**config.mk**
```make
export PLATFORM = sky130hd
export DESIGN_NAME = pipe_stage_skid
export DESIGN_NICKNAME = d
export VERILOG_FILES = /design/src/rtl/pipe_stage_skid.sv
export SDC_FILE = /design/constraint.sdc
export NUM_CORES = 1
export LEC_CHECK = 0
export CORE_ASPECT_RATIO = 0.5
export CORE_UTILIZATION = 50
export CTS_CLUSTER_SIZE = 20
export DETAILED_ROUTE_END_ITERATION = 7
export HOLD_SLACK_MARGIN = 0.03
export PLACE_DENSITY_LB_ADDON = 0.1
export SLEW_MARGIN = 20
export SYNTH_ARGS = -nofsm -noshare
export SYNTH_HDL_FRONTEND = slang
export SYNTH_SLANG_ARGS = --single-unit
```
**constraint.sdc**
```tcl
create_clock -name clk_i -period 7.2 [get_ports clk_i]
set_input_delay 1.08 -clock clk_i [delete_from_list [all_inputs] [get_ports clk_i]]
set_output_delay 1.08 -clock clk_i [all_outputs]
set_load 0.02 [all_outputs]
```
**src/rtl/pipe_stage_skid.sv**
```systemverilog
// pipe_stage_skid: pipeline-stage register with valid/ready handshake,
// 2-entry skid buffer, flush, legacy stall and saturating hazard counters.
module pipe_stage_skid #(
  parameter int unsigned CTRL_W = 2,
  parameter int unsigned DATA_W = 69,
  parameter int unsigned STAT_W = 16
) (
  input  logic              clk_i,
  input  logic              rst_i,
  input  logic              valid_i,
  output logic              ready_o,
  input  logic [CTRL_W-1:0] ctrl_i,
  input  logic [DATA_W-1:0] data_i,
  output logic              valid_o,
  input  logic              ready_i,
  input  logic              stall_i,
  input  logic              flush_i,
  output logic [CTRL_W-1:0] ctrl_o,
  output logic [DATA_W-1:0] data_o,
  input  logic              stat_clr_i,
  output logic [STAT_W-1:0] stall_cnt_o,
  output logic [STAT_W-1:0] bubble_cnt_o
);

  // state is {main_valid, skid_valid}; 2'b01 cannot be reached
  localparam logic [1:0] ST_EMPTY = 2'b00;
  localparam logic [1:0] ST_FULL  = 2'b10;
  localparam logic [1:0] ST_SKID  = 2'b11;

  localparam logic [STAT_W-1:0] STAT_MAX = '1;
  localparam logic [STAT_W-1:0] STAT_ONE =
    {{(STAT_W-1){1'b0}}, 1'b1};

  logic              main_valid_q, main_valid_d;
  logic [CTRL_W-1:0] main_ctrl_q,  main_ctrl_d;
  logic [DATA_W-1:0] main_data_q,  main_data_d;
  logic              skid_valid_q, skid_valid_d;
  logic [CTRL_W-1:0] skid_ctrl_q,  skid_ctrl_d;
  logic [DATA_W-1:0] skid_data_q,  skid_data_d;
  logic [STAT_W-1:0] stall_cnt_q,  stall_cnt_d;
  logic [STAT_W-1:0] bubble_cnt_q, bubble_cnt_d;

  logic       accept;
  logic       take;
  logic [1:0] state;

  assign state  = {main_valid_q, skid_valid_q};
  assign accept = valid_i & ~skid_valid_q;
  assign take   = main_valid_q & ready_i & ~stall_i;

  assign ready_o      = ~skid_valid_q;
  assign valid_o      = main_valid_q;
  assign ctrl_o       = main_valid_q ? main_ctrl_q : '0;
  assign data_o       = main_data_q;
  assign stall_cnt_o  = stall_cnt_q;
  assign bubble_cnt_o = bubble_cnt_q;

  // next-state of the main/skid pair; flush overrides everything
  always_comb begin
    main_valid_d = main_valid_q;
    main_ctrl_d  = main_ctrl_q;
    main_data_d  = main_data_q;
    skid_valid_d = skid_valid_q;
    skid_ctrl_d  = skid_ctrl_q;
    skid_data_d  = skid_data_q;
    if (flush_i) begin
      main_valid_d = 1'b0;
      skid_valid_d = 1'b0;
      main_ctrl_d  = '0;
      skid_ctrl_d  = '0;
    end else begin
      case (state)
        ST_EMPTY: begin
          if (accept) begin
            main_valid_d = 1'b1;
            main_ctrl_d  = ctrl_i;
            main_data_d  = data_i;
          end
        end
        ST_FULL: begin
          if (accept && take) begin
            main_ctrl_d = ctrl_i;
            main_data_d = data_i;
          end else if (accept) begin
            skid_valid_d = 1'b1;
            skid_ctrl_d  = ctrl_i;
            skid_data_d  = data_i;
          end else if (take) begin
            main_valid_d = 1'b0;
          end
        end
        ST_SKID: begin
          if (take) begin
            main_ctrl_d  = skid_ctrl_q;
            main_data_d  = skid_data_q;
            skid_valid_d = 1'b0;
          end
        end
        default: begin
          main_valid_d = 1'b0;
          skid_valid_d = 1'b0;
        end
      endcase
    end
  end

  // saturating hazard counters; clear wins over increment
  always_comb begin
    stall_cnt_d  = stall_cnt_q;
    bubble_cnt_d = bubble_cnt_q;
    if (stat_clr_i) begin
      stall_cnt_d  = '0;
      bubble_cnt_d = '0;
    end else begin
      if (main_valid_q && !take && stall_cnt_q != STAT_MAX)
        stall_cnt_d = stall_cnt_q + STAT_ONE;
      if (!main_valid_q && bubble_cnt_q != STAT_MAX)
        bubble_cnt_d = bubble_cnt_q + STAT_ONE;
    end
  end

  // state registers with asynchronous reset
  always_ff @(posedge clk_i or posedge rst_i) begin
    if (rst_i) begin
      main_valid_q <= 1'b0;
      main_ctrl_q  <= '0;
      main_data_q  <= '0;
      skid_valid_q <= 1'b0;
      skid_ctrl_q  <= '0;
      skid_data_q  <= '0;
      stall_cnt_q  <= '0;
      bubble_cnt_q <= '0;
    end else begin
      main_valid_q <= main_valid_d;
      main_ctrl_q  <= main_ctrl_d;
      main_data_q  <= main_data_d;
      skid_valid_q <= skid_valid_d;
      skid_ctrl_q  <= skid_ctrl_d;
      skid_data_q  <= skid_data_d;
      stall_cnt_q  <= stall_cnt_d;
      bubble_cnt_q <= bubble_cnt_d;
    end
  end

endmodule

```
* Word-level counts from Yosys, hierarchy flattened
Index checks and enable logic that the tools add are counted.
** Storage, ports and cells
- Logic and storage cells :: 79
- Bits in registers :: 176
- Input port bits :: 78
- Output and inout port bits :: 105
** Operators by class
- Eq/ne operators :: 17
- Add/sub/neg operators :: 2
- Muxes and demuxes :: 26
- Reductions and logical operators :: 19
- Bitwise logic cells :: 7
** Operator list (number)
- two-way mux 69 bit :: 3
- case mux 69 bit (3 select lines) :: 1
- two-way mux 16 bit :: 4
- adder 16 x 1 -> 16 bit (second input constant) :: 2
- != test 16 bit (second input constant) :: 2
- != test 3 bit (second input constant) :: 7
- two-way mux 2 bit :: 8
- != test 2 bit (second input constant) :: 6
- AND reduction 4 bit :: 3
- AND reduction 5 bit :: 2
- nonzero test 2 bit :: 4
- two-way mux 1 bit :: 7
- case mux 1 bit (3 select lines) :: 2
- case mux 2 bit (3 select lines) :: 1
- == test 2 bit (second input constant) :: 2
- logical AND 1 bit :: 4
- NOT 1 bit :: 4
- nonzero test 4 bit :: 1
- AND 1 bit :: 3
- AND reduction 3 bit :: 1
- nonzero test 3 bit :: 1
- logical NOT 1 bit :: 2
- logical NOT 2 bit :: 1

* Depth between registers and ports, before layout
Gate-level depths: netlist of the first run.
- Word-level depth :: 7
- Mapped depth :: 7
- Mapped depth without buffers :: 5

* Worst setup path before layout of the first run
OpenSTA, ideal clock, no wires.
- Path kind :: input -> register
- From :: in stall_i
- To :: reg skid_data_q[0]
- Setup time :: 125 ps
- Arrival time :: 2511 ps
- Slack :: 4564 ps
- Cell stages on the path :: 7
- Buffers on the path :: 3
- Data required time :: 7075 ps
- Cells stage by stage :: nand2b_1 -> buf_2 -> nand2_1 -> nor3_2 -> buf_2 -> buf_2 -> mux2_2
** On the way
- Cells in the longest elaborated chain, start to end :: 5
** Ends and longest elaborated chain
- start: declaration :: RTL line 16 : input logic stall_i,
- NOT 1 bit :: RTL line 49 : assign take = main_valid_q & ready_i & ~stall_i;
- AND 1 bit :: RTL line 49
- logical AND 1 bit :: RTL line 81 : if (accept && take) begin
- NOT 1 bit (no line)
- AND reduction 4 bit (no line)
- end signal: assignment :: RTL line 139 : skid_data_q <= skid_data_d;
- end: declaration :: RTL line 39 : logic [DATA_W-1:0] skid_data_q, skid_data_d;
Every way passes these cells.
A chain may end at the register's enable or synchronous reset.

* Worst setup path after layout of the first run
- From :: reg main_valid_q, in the netlist valid_o
- To :: out ctrl_o[0]
** On the way
- Cells in the longest elaborated chain, start to end :: 1
** Ends and longest elaborated chain
- start: declaration :: RTL line 34 : logic main_valid_q, main_valid_d;
- start signal: assignment :: RTL line 134 : main_valid_q <= main_valid_d;
- two-way mux 2 bit :: RTL line 53 : assign ctrl_o = main_valid_q ? main_ctrl_q : '0;
- end: declaration :: RTL line 18 : output logic [CTRL_W-1:0] ctrl_o,
Every way passes these cells.

==> results of run 1 <==
==> cell families (layout without fill, tap and decap cells) <==
group	count (synthesis)	after routing
simple gates	183	183
mux	148	148
buf+inv	51	230
flops	176	176
compound gates	122	122
fa+ha+maj	2	2
==> layout make-up <==
class                   instances  area [um2]
multi-input cells             455        3210
well taps                     198         248
repair buffers                191        1890
flip-flops and latches        176        4400
clock inverters                14         144
fillers                      1130        4500
inverters                       7        31.3
clock buffers                  18         429
==> where the power goes <==
| part | total (mW) | switching (mW) | internal, mW | leakage [nW] |
|---|---|---|---|---|
| clock | 0.893 | 0.430 | 0.463 | 0.273 |
| sequential | 1.28 | 0.106 | 1.17 | 2.11 |
| combinational | 0.559 | 0.259 | 0.300 | 2.22 |
==> worst paths after layout <==
| kind | slack [ns] | to | start |
|---|---|---|---|
| max reg2reg | 4.06 | data_o[59]$_DFFE_PP0P_ | valid_o$_DFFE_PP0P_ |
| min | 0.51 | skid_data_q[39]$_DFFE_PP0P_ | skid_data_q[39]$_DFFE_PP0P_ |
| max in group asynchronous | 4.85 | skid_ctrl_q[0]$_DFFE_PP0P_ | rst_i |
| max | 3.91 | ctrl_o[0] | valid_o$_DFFE_PP0P_ |
| min reg2reg | 0.51 | skid_data_q[39]$_DFFE_PP0P_ | skid_data_q[39]$_DFFE_PP0P_ |
| min in group asynchronous | 1.13 | data_o[56]$_DFFE_PP0P_ | rst_i |
==> placed cells by master, fill, tap and decap left out, types with 13 or more instances in the layout <==
cell type | Yosys | routed
clkdlybuf4s50_1 | 0 | 182
dfrtp_1 | 176 | 176
a21oi_1 | 91 | 91
nor2_1 | 85 | 85
mux2i_1 | 74 | 74
mux2_2 | 74 | 74
clkbuf_16 | 0 | 17
nand3_1 | 15 | 15
or4_1 | 14 | 14
o31ai_1 | 14 | 14
nand2_1 | 14 | 13
==> flip-flops by register name, indices dropped and copies added, names as in the netlist <==
| signal | cells |
|---|---|
| stall_cnt_o | 16 |
| data_o | 69 |
| bubble_cnt_o | 16 |
| valid_o | 1 |
| skid_valid_q | 1 |
| main_ctrl_q | 2 |
| skid_data_q | 69 |
| skid_ctrl_q | 2 |
==> metal layers <==
layer	global-route usage, %	routed length, um	part of all wire (%)
met1	30.9	7720	45
met3	5.39	1030	5.9
met2	35.6	8380	49
met4	5.72	142	0.82
met5	0	0	0
==> worst reg2reg max path, delay by kind of cell (launching register included) <==
| family | cells | cell delay, ns |
|---|---|---|
| mux | 1 | 0.32 |
| buf+inv | 2 | 1.27 |
| compound gates | 2 | 0.43 |
| simple gates | 1 | 0.13 |
| flops | 1 | 0.92 |
==> through the flow <==
stage               cells  instance area, um2  utilization [%]
finish               1059               10400             69.7
global placement     1027                9790             65.9
CTS                  1059               10400             69.7
detailed placement   1027                9790             65.9
global route         1059               10400             69.7
floorplan             682                7820                -
==> metrics.md, run 1 <==
| Metric | Value |
|---|---|
| DRT Wirelength | `17300 um` |
| Fmax | `304 MHz` |
| Multiplexer share of the synthesized area | `20.1%` |
| CTS tree | `done` |
| Post-synth top cells | `176 x dfrtp_1, 91 x a21oi_1, 85 x nor2_1, 74 x mux2_2, 74 x mux2i_1` |
| Crit. End Element | `output port` |
| # DRC | `0` |
| Hold Crit Depth | `1` |
| Min-delay worst type | `flip-flop to flip-flop` |
| Initial antenna violation count | `0` |
| H-tree Lvls | `4` |
| Final Max Tran Viols | `0` |
| FF+latch count, synth | `176` |
| Top cell type's share of synthesized area | `56.3%` |
| IO Count | `183` |
| Period utilization | `45.7%` |
| Layout cells sized above 1 | `14.4%` |
| Post-CTS Setup Bufs | `0` |
| Die area | `0.0162 mm2` |
| Pre-CTS WS | `3.47 ns` |
| Delay-heaviest family, CP | `flip-flops` |
| Crit path DAT | `2.21 ns` |
| Avg Cell Area, Syn | `11.5 um2` |
| Area Overhead vs Synth | `32.5%` |
| Cts-stage hold buffer count | `0` |
| CP Launch Type | `flip-flop` |
| Final setup fails | `0` |
| Clock Skew | `0.0112 ns` |
| Post-synth EDFFs | `0` |
| Inserted Clock Buffers | `17` |
| Compound-Gate Fraction of Synth Area | `8.66%` |
| RSZ-0062 raised after global routing | `no` |
| WP depth | `2` |
| CTS resizes | `0` |
| XOR/XNOR Fraction of Synth Area | `0%` |
| Slew @ Worst Pin | `1.05 ns` |
| Die X | `179 um` |
| Core area | `0.0149 mm2` |
| Critical Path Max Stage Delay | `0.92 ns` |
| Seq/Total Area, Yosys | `56.3%` |
| Worst reg2reg path depth | `6` |
| Port Buffers | `182` |
| Row Count | `31` |
| Post-DP HPWL | `11400 um` |
| Async S/R FF share, synth | `100%` |
| Worst skew pair latency | `0.43 ns` |
| Critical Path RT | `6.12 ns` |
| DR iter-0 viols | `363` |
| Highest-delay cell along the critical path | `dfrtp_1` |
| DR WL/cell | `16.3 um` |
| Clock root buffer | `clkbuf_16` |
| # diodes | `0` |
| Tot GR Track Use | `22.5%` |
| Total power | `2.73 mW` |
| CP max FO | `27` |
| Most area-hungry cell type in the Yosys netlist | `dfrtp_1` |
| Remaining antenna violation count after routing | `0` |
| Setup TNS | `0 ns` |
| Layout Nets | `928` |
| First-pass GRT wire length | `28700 um` |
| Pleak | `4.61 nW` |
| Cell variety after synth | `38` |
| Largest net degree at the start of global routing | `71` |
| Final hold vios | `0` |
| Top FF cell, synth | `dfrtp_1` |
| CTS clk-pin slew, worst paths | `0.07 ns` |
| Initial Util | `52.6%` |
| WS Path Type | `flip-flop to output port` |
| Synth warn | `0` |
| Post-Synth Adder-Cell Area | `0.320%` |
| Die H | `90.4 um` |
| Final min period | `3.29 ns` |
| Worst VDD drop | `0.193 mV` |
| Final setup margin | `3.91 ns` |
| CTS Sinks | `176` |
| Drt first pass iters | `5` |
| CP Cell Sequence | `and2_1 -> clkdlybuf4s50_1` |
| Simple-gate portion of the synthesized area | `11.7%` |
| Slew HR | `30.1%` |
| Max-Cap Viols | `0` |
| Via count | `5841` |
| Mapped Cells | `682` |
| Dominant cells by area after synthesis | `dfrtp_1 56%, mux2_2 11%, mux2i_1 9.5%, a21oi_1 5.8%, nor2_1 4.1%` |
| Vias/cell | `5.52` |
| Vias in the first global route | `5655` |
| WHS | `0.506 ns` |
| Outcome | `finished clean` |
| P per Cell Area | `263 mW/mm2` |
| Routability Congestion | `0.817` |
| Net Count, Synth | `762` |
| CTS Buffer Depth | `2` |
| Synth Cell Area | `0.00782 mm2` |
| Largest family of logic cells by synthesized area | `multiplexers` |
| Count leader, synth | `dfrtp_1` |
| Buf+Inv Stages, Crit Path | `1` |
| Gr ovfl total | `0` |
(Power assumes the default switching activity.)
==> inputs of run 2 (changes only) <==
- CORE_UTILIZATION: 50 -> 45
- clock period: 7.2 -> 2.8 ns (I/O delays scaled with it)
==> metrics.md, run 2 (synthesis gave the netlist of run 1 again) <==
| Metric | Value |
|---|---|
| DRT Wirelength | `17500 um (was 17300 um)` |
| Drt first pass iters | `4 (was 5)` |
| Clock root buffer | `clkbuf_16 (unchanged)` |
| Reg2reg end | `bubble_cnt_o[11]$_DFFE_PP0P_ (was data_o[59]$_DFFE_PP0P_)` |
| Critical Path Max Stage Delay | `0.72 ns (was 0.92 ns)` |
| Crit. End Element | `output port (unchanged)` |
| Min-delay worst type | `input port to async pin (was flip-flop to flip-flop)` |
| Routability Congestion | `0.820 (was 0.817)` |
| Switching share of power | `27.3% (was 29.1%)` |
| Worst skew pair latency | `0.43 ns (about the same)` |
| Vias in the first global route | `5763 (was 5655)` |
| Crit path DAT | `2.16 ns (was 2.21 ns)` |
| Register-to-register setup slack | `0.62 ns (was 4.06 ns)` |
| CTS Sinks | `176 (unchanged)` |
| CTS Buffer Depth | `2 (unchanged)` |
| P_int | `5.26 mW (was 1.93 mW)` |
| Die area | `0.0179 mm2 (was 0.0162 mm2)` |
| Placed cell areas | `0.0101 mm2 (was 0.00979 mm2)` |
| Critical Path RT | `2.38 ns (was 6.12 ns)` |
| P per Cell Area | `677 mW/mm2 (was 263 mW/mm2)` |
| Cts-stage hold buffer count | `0 (unchanged)` |
| H-tree Lvls | `4 (unchanged)` |
| Total power | `7.24 mW (was 2.73 mW)` |
| Period utilization | `92.1%` |
| Psw | `1.98 mW (was 0.795 mW)` |
| Layout cells sized above 1 | `16.0% (was 14.4%)` |
| Initial antenna violation count | `0 (unchanged)` |
| WHS | `0.422 ns (was 0.506 ns)` |
| WL met1 | `7840 um (was 7720 um)` |
| Final hold vios | `0 (unchanged)` |
| Sequential cell area | `0.00440 mm2 (unchanged)` |
| CP Cell Sequence | `buf_4 -> and2_1 -> clkdlybuf4s50_1 (was and2_1 -> clkdlybuf4s50_1)` |
| WS Path Type | `flip-flop to output port (unchanged)` |
| Comb power frac | `20.3% (was 20.5%)` |
| CTS clk-pin slew, worst paths | `0.07 ns (about the same)` |
| Most frequent cells in the layout | `182 x clkdlybuf4s50_1, 176 x dfrtp_1, 91 x a21oi_1, 85 x nor2_1 (unchanged)` |
| Clock power share | `34.5% (was 32.7%)` |
| Layout Nets | `944 (was 928)` |
| Area of the multi-input gates | `0.00321 mm2 (unchanged)` |
| Initial Util | `46.9% (was 52.6%)` |
| Setup TNS | `0 ns (unchanged)` |
| First-pass GRT wire length | `29000 um (was 28700 um)` |
| Final Max Tran Viols | `0 (unchanged)` |
| Sequential Power Share | `45.2% (was 46.8%)` |
| DR WL/cell | `15.9 um (was 16.3 um)` |
| Port Buffers | `182 (unchanged)` |
| Die X | `188 um (was 179 um)` |
| Vias/cell | `5.29 (was 5.52)` |
| # diodes | `0 (unchanged)` |
| Area Overhead vs Synth | `36.8% (was 32.5%)` |
| Die H | `95.2 um (was 90.4 um)` |
| # DRC | `0 (unchanged)` |
| Slew @ Worst Pin | `0.659 ns (was 1.05 ns)` |
| Row Count | `33 (was 31)` |
| CP Launch Type | `flip-flop (unchanged)` |
| Final setup margin | `0.222 ns (was 3.91 ns)` |
| Buf+Inv Stages, Crit Path | `2 (was 1)` |
| Clock Skew | `0.00964 ns (was 0.0112 ns)` |
| Pre-CTS WS | `0.404 ns (was 3.47 ns)` |
| R2r startpoint | `valid_o$_DFFE_PP0P_ (unchanged)` |
| Outcome | `finished clean (unchanged)` |
| Core area | `0.0167 mm2 (was 0.0149 mm2)` |
| Non-filler cells in the finished layout | `1103 (was 1059)` |
| CTS resizes | `0 (unchanged)` |
| Final Util | `64.1% (was 69.7%)` |
| Post-route cell area | `0.0107 mm2 (was 0.0104 mm2)` |
| Delay-heaviest family, CP | `buffers and inverters (was flip-flops)` |
| Pleak | `4.75 nW (was 4.61 nW)` |
| Final min period | `2.58 ns` |
| Final setup fails | `0 (unchanged)` |
| CP max FO | `16 (was 27)` |
| Worst reg2reg path depth | `4 (was 6)` |
| Fmax | `388 MHz` |
| Slew HR | `55.9% (was 30.1%)` |
| DR iter-0 viols | `251 (was 363)` |
| IO Count | `183 (unchanged)` |
| Gr ovfl total | `0 (unchanged)` |
| Tot GR Track Use | `20.6% (was 22.5%)` |
| Met3 WL | `1080 um (was 1030 um)` |
| WP depth | `3 (was 2)` |
| Via count | `5831 (was 5841)` |
| Post-CTS Setup Bufs | `0 (unchanged)` |
| Met2 WL post-DR | `8510 um (was 8380 um)` |
| Post-DP HPWL | `12100 um (was 11400 um)` |
| Worst VDD drop | `0.426 mV (was 0.193 mV)` |
| DR top layer | `met4 (unchanged)` |
| Commonest non-fill, non-tap cell in the layout | `clkdlybuf4s50_1 (unchanged)` |
| Inserted Clock Buffers | `17 (unchanged)` |
| Highest-delay cell along the critical path | `dfrtp_1 (unchanged)` |
| CTS tree | `done (unchanged)` |
| Max-Cap Viols | `0 (unchanged)` |
| Remaining antenna violation count after routing | `0 (unchanged)` |
| RSZ-0062 raised after global routing | `no (unchanged)` |
| Placed cells | `1072 (was 1027)` |
| FILL cells | `1350 (was 1130)` |
| Largest net degree at the start of global routing | `51 (was 71)` |
-- run 2: changes by cell type in the layout (fill, tap and decap cells not counted) --
cell,before,now
buf_12,0,11
buf_4,9,14
bufinv_16,0,3
clkbuf_1,1,0
clkbuf_8,0,1
clkinv_2,0,1
clkinv_4,3,1
clkinv_8,1,0
clkinvlp_4,3,2
inv_6,1,6
inv_8,7,1
-- run 2: power groups by stage --
stage	Combinational, mW	Clock, mW	Sequential, mW
floorplan	0.586	0	3.50
global placement	1.45	0	3.30
detailed placement	1.49	0	3.32
CTS	1.49	2.56	3.28
global route	1.59	2.67	3.34
finish	1.47	2.50	3.28
-- run 2: final cells by class --
type,count,share of cell area [%]
inverters,7,0.281
clock inverters,13,1.64
flip-flops and latches,176,41.2
well taps,227,2.66
multi-input cells,455,30.1
clock buffers,18,4.11
repair buffers,207,20.1
-- run 2: per-layer routing --
| metal | vias up | GRT usage, % |
|---|---|---|
| met1 | 2865 | 27.2 |
| met3 | 9 | 6.18 |
| met5 | - | 0 |
| met2 | 142 | 34.2 |
| li1 | 2815 | - |
| met4 | 0 | 3.76 |
-- run 2: how the worst max path moves through the flow --
stage	slack, ns	end	from
2_1_floorplan	0.13	bubble_cnt_o[0]$_DFFE_PP0P_	rst_i
3_3_place_gp	0.43	skid_data_q[66]$_DFFE_PP0P_	stall_i
6_report	0.22	ctrl_o[0]	valid_o$_DFFE_PP0P_
5_1_grt	0.11	ctrl_o[0]	valid_o$_DFFE_PP0P_
3_5_place_dp	0.40	skid_data_q[45]$_DFFE_PP0P_	stall_i
4_1_cts	0.19	ctrl_o[0]	valid_o$_DFFE_PP0P_
==> inputs of run 3 (changes only) <==
- CORE_UTILIZATION: 45 -> 50
- clock period: 2.8 -> 2.84 ns (I/O delays scaled with it)
==> metrics.md, run 3 (synthesis gave the netlist of run 1 again) <==
| Metric | Value |
|---|---|
| Post-DP HPWL | `11200 um (was 12100 um)` |
| R2r startpoint | `valid_o$_DFFE_PP0P_ (unchanged)` |
| Final hold vios | `0 (unchanged)` |
| Non-filler cells in the finished layout | `1066 (was 1103)` |
| Cts-stage hold buffer count | `0 (unchanged)` |
| Routability Congestion | `0.860 (was 0.820)` |
| Setup TNS | `0 ns (unchanged)` |
| Setup crit start | `valid_o$_DFFE_PP0P_ (unchanged)` |
| FILL cells | `1073 (was 1350)` |
| Clock root buffer | `clkbuf_16 (unchanged)` |
| RSZ-0062 raised after global routing | `no (unchanged)` |
| Placed cells | `1034 (was 1072)` |
| CTS tree | `done (unchanged)` |
| Comb power frac | `20.3% (about the same)` |
| Vias/cell | `5.48 (was 5.29)` |
| Min-delay worst type | `input port to async pin (unchanged)` |
| Die H | `90.4 um (was 95.2 um)` |
| Critical Path RT | `2.41 ns (was 2.38 ns)` |
| CP Cell Sequence | `buf_4 -> clkdlybuf4s50_1 (was buf_4 -> and2_1 -> clkdlybuf4s50_1)` |
| Final setup fails | `0 (unchanged)` |
| Sequential cell area | `0.00440 mm2 (unchanged)` |
| DR WL/cell | `16.3 um (was 15.9 um)` |
| # diodes | `0 (unchanged)` |
| Register-to-register setup slack | `0.60 ns (was 0.62 ns)` |
| CTS Buffer Depth | `2 (unchanged)` |
| Die area | `0.0162 mm2 (was 0.0179 mm2)` |
| Initial antenna violation count | `0 (unchanged)` |
| Initial Util | `52.6% (was 46.9%)` |
| Worst VDD drop | `0.467 mV (was 0.426 mV)` |
| Most frequent cells in the layout | `182 x clkdlybuf4s50_1, 176 x dfrtp_1, 91 x a21oi_1, 85 x nor2_1 (unchanged)` |
| Buf+Inv Stages, Crit Path | `2 (unchanged)` |
| Switching share of power | `27.6% (was 27.3%)` |
| Tot GR Track Use | `22.6% (was 20.6%)` |
| Outcome | `finished clean (unchanged)` |
| IO Count | `183 (unchanged)` |
| Crit. End Element | `output port (unchanged)` |
| Worst reg2reg path depth | `4 (unchanged)` |
| WS Path Type | `flip-flop to output port (unchanged)` |
| Delay-heaviest family, CP | `buffers and inverters (unchanged)` |
| Core area | `0.0149 mm2 (was 0.0167 mm2)` |
| P_int | `5.11 mW (was 5.26 mW)` |
| Final min period | `2.46 ns` |
| Clock power share | `33.8% (was 34.5%)` |
| First-pass GRT wire length | `28800 um (was 29000 um)` |
| Fmax | `406 MHz` |
| Layout cells sized above 1 | `15.2% (was 16.0%)` |
| Row Count | `31 (was 33)` |
| Highest-delay cell along the critical path | `dfrtp_1 (unchanged)` |
| Commonest non-fill, non-tap cell in the layout | `clkdlybuf4s50_1 (unchanged)` |
| Area of the multi-input gates | `0.00321 mm2 (unchanged)` |
| Die X | `179 um (was 188 um)` |
| Port Buffers | `182 (unchanged)` |
| Max-Cap Viols | `0 (unchanged)` |
| CTS Sinks | `176 (unchanged)` |
| Met3 global-route usage | `7.07% (was 6.18%)` |
| Remaining antenna violation count after routing | `0 (unchanged)` |
| Critical Path Max Stage Delay | `0.71 ns (was 0.72 ns)` |
| Slew HR | `51.8% (was 55.9%)` |
| H-tree Lvls | `4 (unchanged)` |
| Reg2reg end | `skid_data_q[60]$_DFFE_PP0P_ (was bubble_cnt_o[11]$_DFFE_PP0P_)` |
| CTS clk-pin slew, worst paths | `0.07 ns (about the same)` |
| Post-CTS Setup Bufs | `0 (unchanged)` |
| Period utilization | `86.6%` |
| WP depth | `2 (was 3)` |
| CP endpoint | `valid_o (was ctrl_o[0])` |
| Vias in the first global route | `5739 (was 5763)` |
| Via count | `5844 (was 5831)` |
| Sequential Power Share | `45.9% (was 45.2%)` |
| Busiest grt layer | `met2 (unchanged)` |
| Clock Skew | `0.0113 ns (was 0.00964 ns)` |
| Largest net degree at the start of global routing | `79 (was 51)` |
| Worst skew pair latency | `0.41 ns (was 0.43 ns)` |
| Psw | `1.95 mW (was 1.98 mW)` |
| Area Overhead vs Synth | `34.5% (was 36.8%)` |
| Final Max Tran Viols | `0 (unchanged)` |
| DR iter-0 viols | `385 (was 251)` |
| Crit path DAT | `2.03 ns (was 2.16 ns)` |
| Pleak | `4.68 nW (was 4.75 nW)` |
| DRT Wirelength | `17300 um (was 17500 um)` |
| Inserted Clock Buffers | `17 (unchanged)` |
| CP max FO | `16 (unchanged)` |
| WHS | `0.412 ns (was 0.422 ns)` |
| Slew @ Worst Pin | `0.721 ns (was 0.659 ns)` |
| # DRC | `0 (unchanged)` |
| CP Launch Type | `flip-flop (unchanged)` |
| CTS resizes | `0 (unchanged)` |
| P per Cell Area | `671 mW/mm2 (was 677 mW/mm2)` |
| Met2 usage | `36.6% (was 34.2%)` |
| Layout Nets | `935 (was 944)` |
| Drt first pass iters | `5 (was 4)` |
| Met1 usage | `29.7% (was 27.2%)` |
| Gr ovfl total | `0 (unchanged)` |
-- run 3: per-layer routing --
metal	up-vias	share of wire, %	wire (um)
li1	2789	-	-
met1	2885	44	7610
met4	0	0.49	85
met2	164	49	8500
met3	6	6.7	1160
met5	-	0	0
-- run 3: worst min-delay path by stage --
stage / end / start
after global routing: data_o[36]$_DFFE_PP0P_ / rst_i
final: data_o[36]$_DFFE_PP0P_ / rst_i
after global placement: skid_data_q[1]$_DFFE_PP0P_ / skid_data_q[1]$_DFFE_PP0P_
after CTS: data_o[36]$_DFFE_PP0P_ / rst_i
after floorplan: skid_data_q[60]$_DFFE_PP0P_ / skid_data_q[60]$_DFFE_PP0P_
after detailed placement: skid_data_q[4]$_DFFE_PP0P_ / skid_data_q[4]$_DFFE_PP0P_
-- run 3: cell type report --
class	instances	area share, %
Clock buffer	19	4.31
Clock inverter	13	1.43
Inverter	7	0.286
Multi-Input combinational cell	455	30.6
Sequential cell	176	41.9
Tap cell	198	2.36
Timing Repair Buffer	198	19.2
-- run 3: stage by stage --
| step | power [mW] | setup WS (ns) | util [%] | instance area, um2 |
|---|---|---|---|---|
| floorplan | 4.03 | 0.161 | - | 7820 |
| global placement | 4.67 | 0.402 | 66.7 | 9910 |
| detailed placement | 4.73 | 0.370 | 66.7 | 9910 |
| CTS | 7.13 | 0.364 | 70.8 | 10500 |
| global route | 7.39 | 0.287 | 70.8 | 10500 |
| finish | 7.06 | 0.380 | 70.8 | 10500 |
-- run 3: power groups by stage --
stage                     registers [mW]  clock network (mW)  logic (mW)
final                               3.24                2.38        1.43
after global placement              3.26                   0        1.41
after floorplan                     3.45                   0       0.577
after global routing                3.30                2.55        1.55
after CTS                           3.24                2.44        1.46
after detailed placement            3.28                   0        1.45
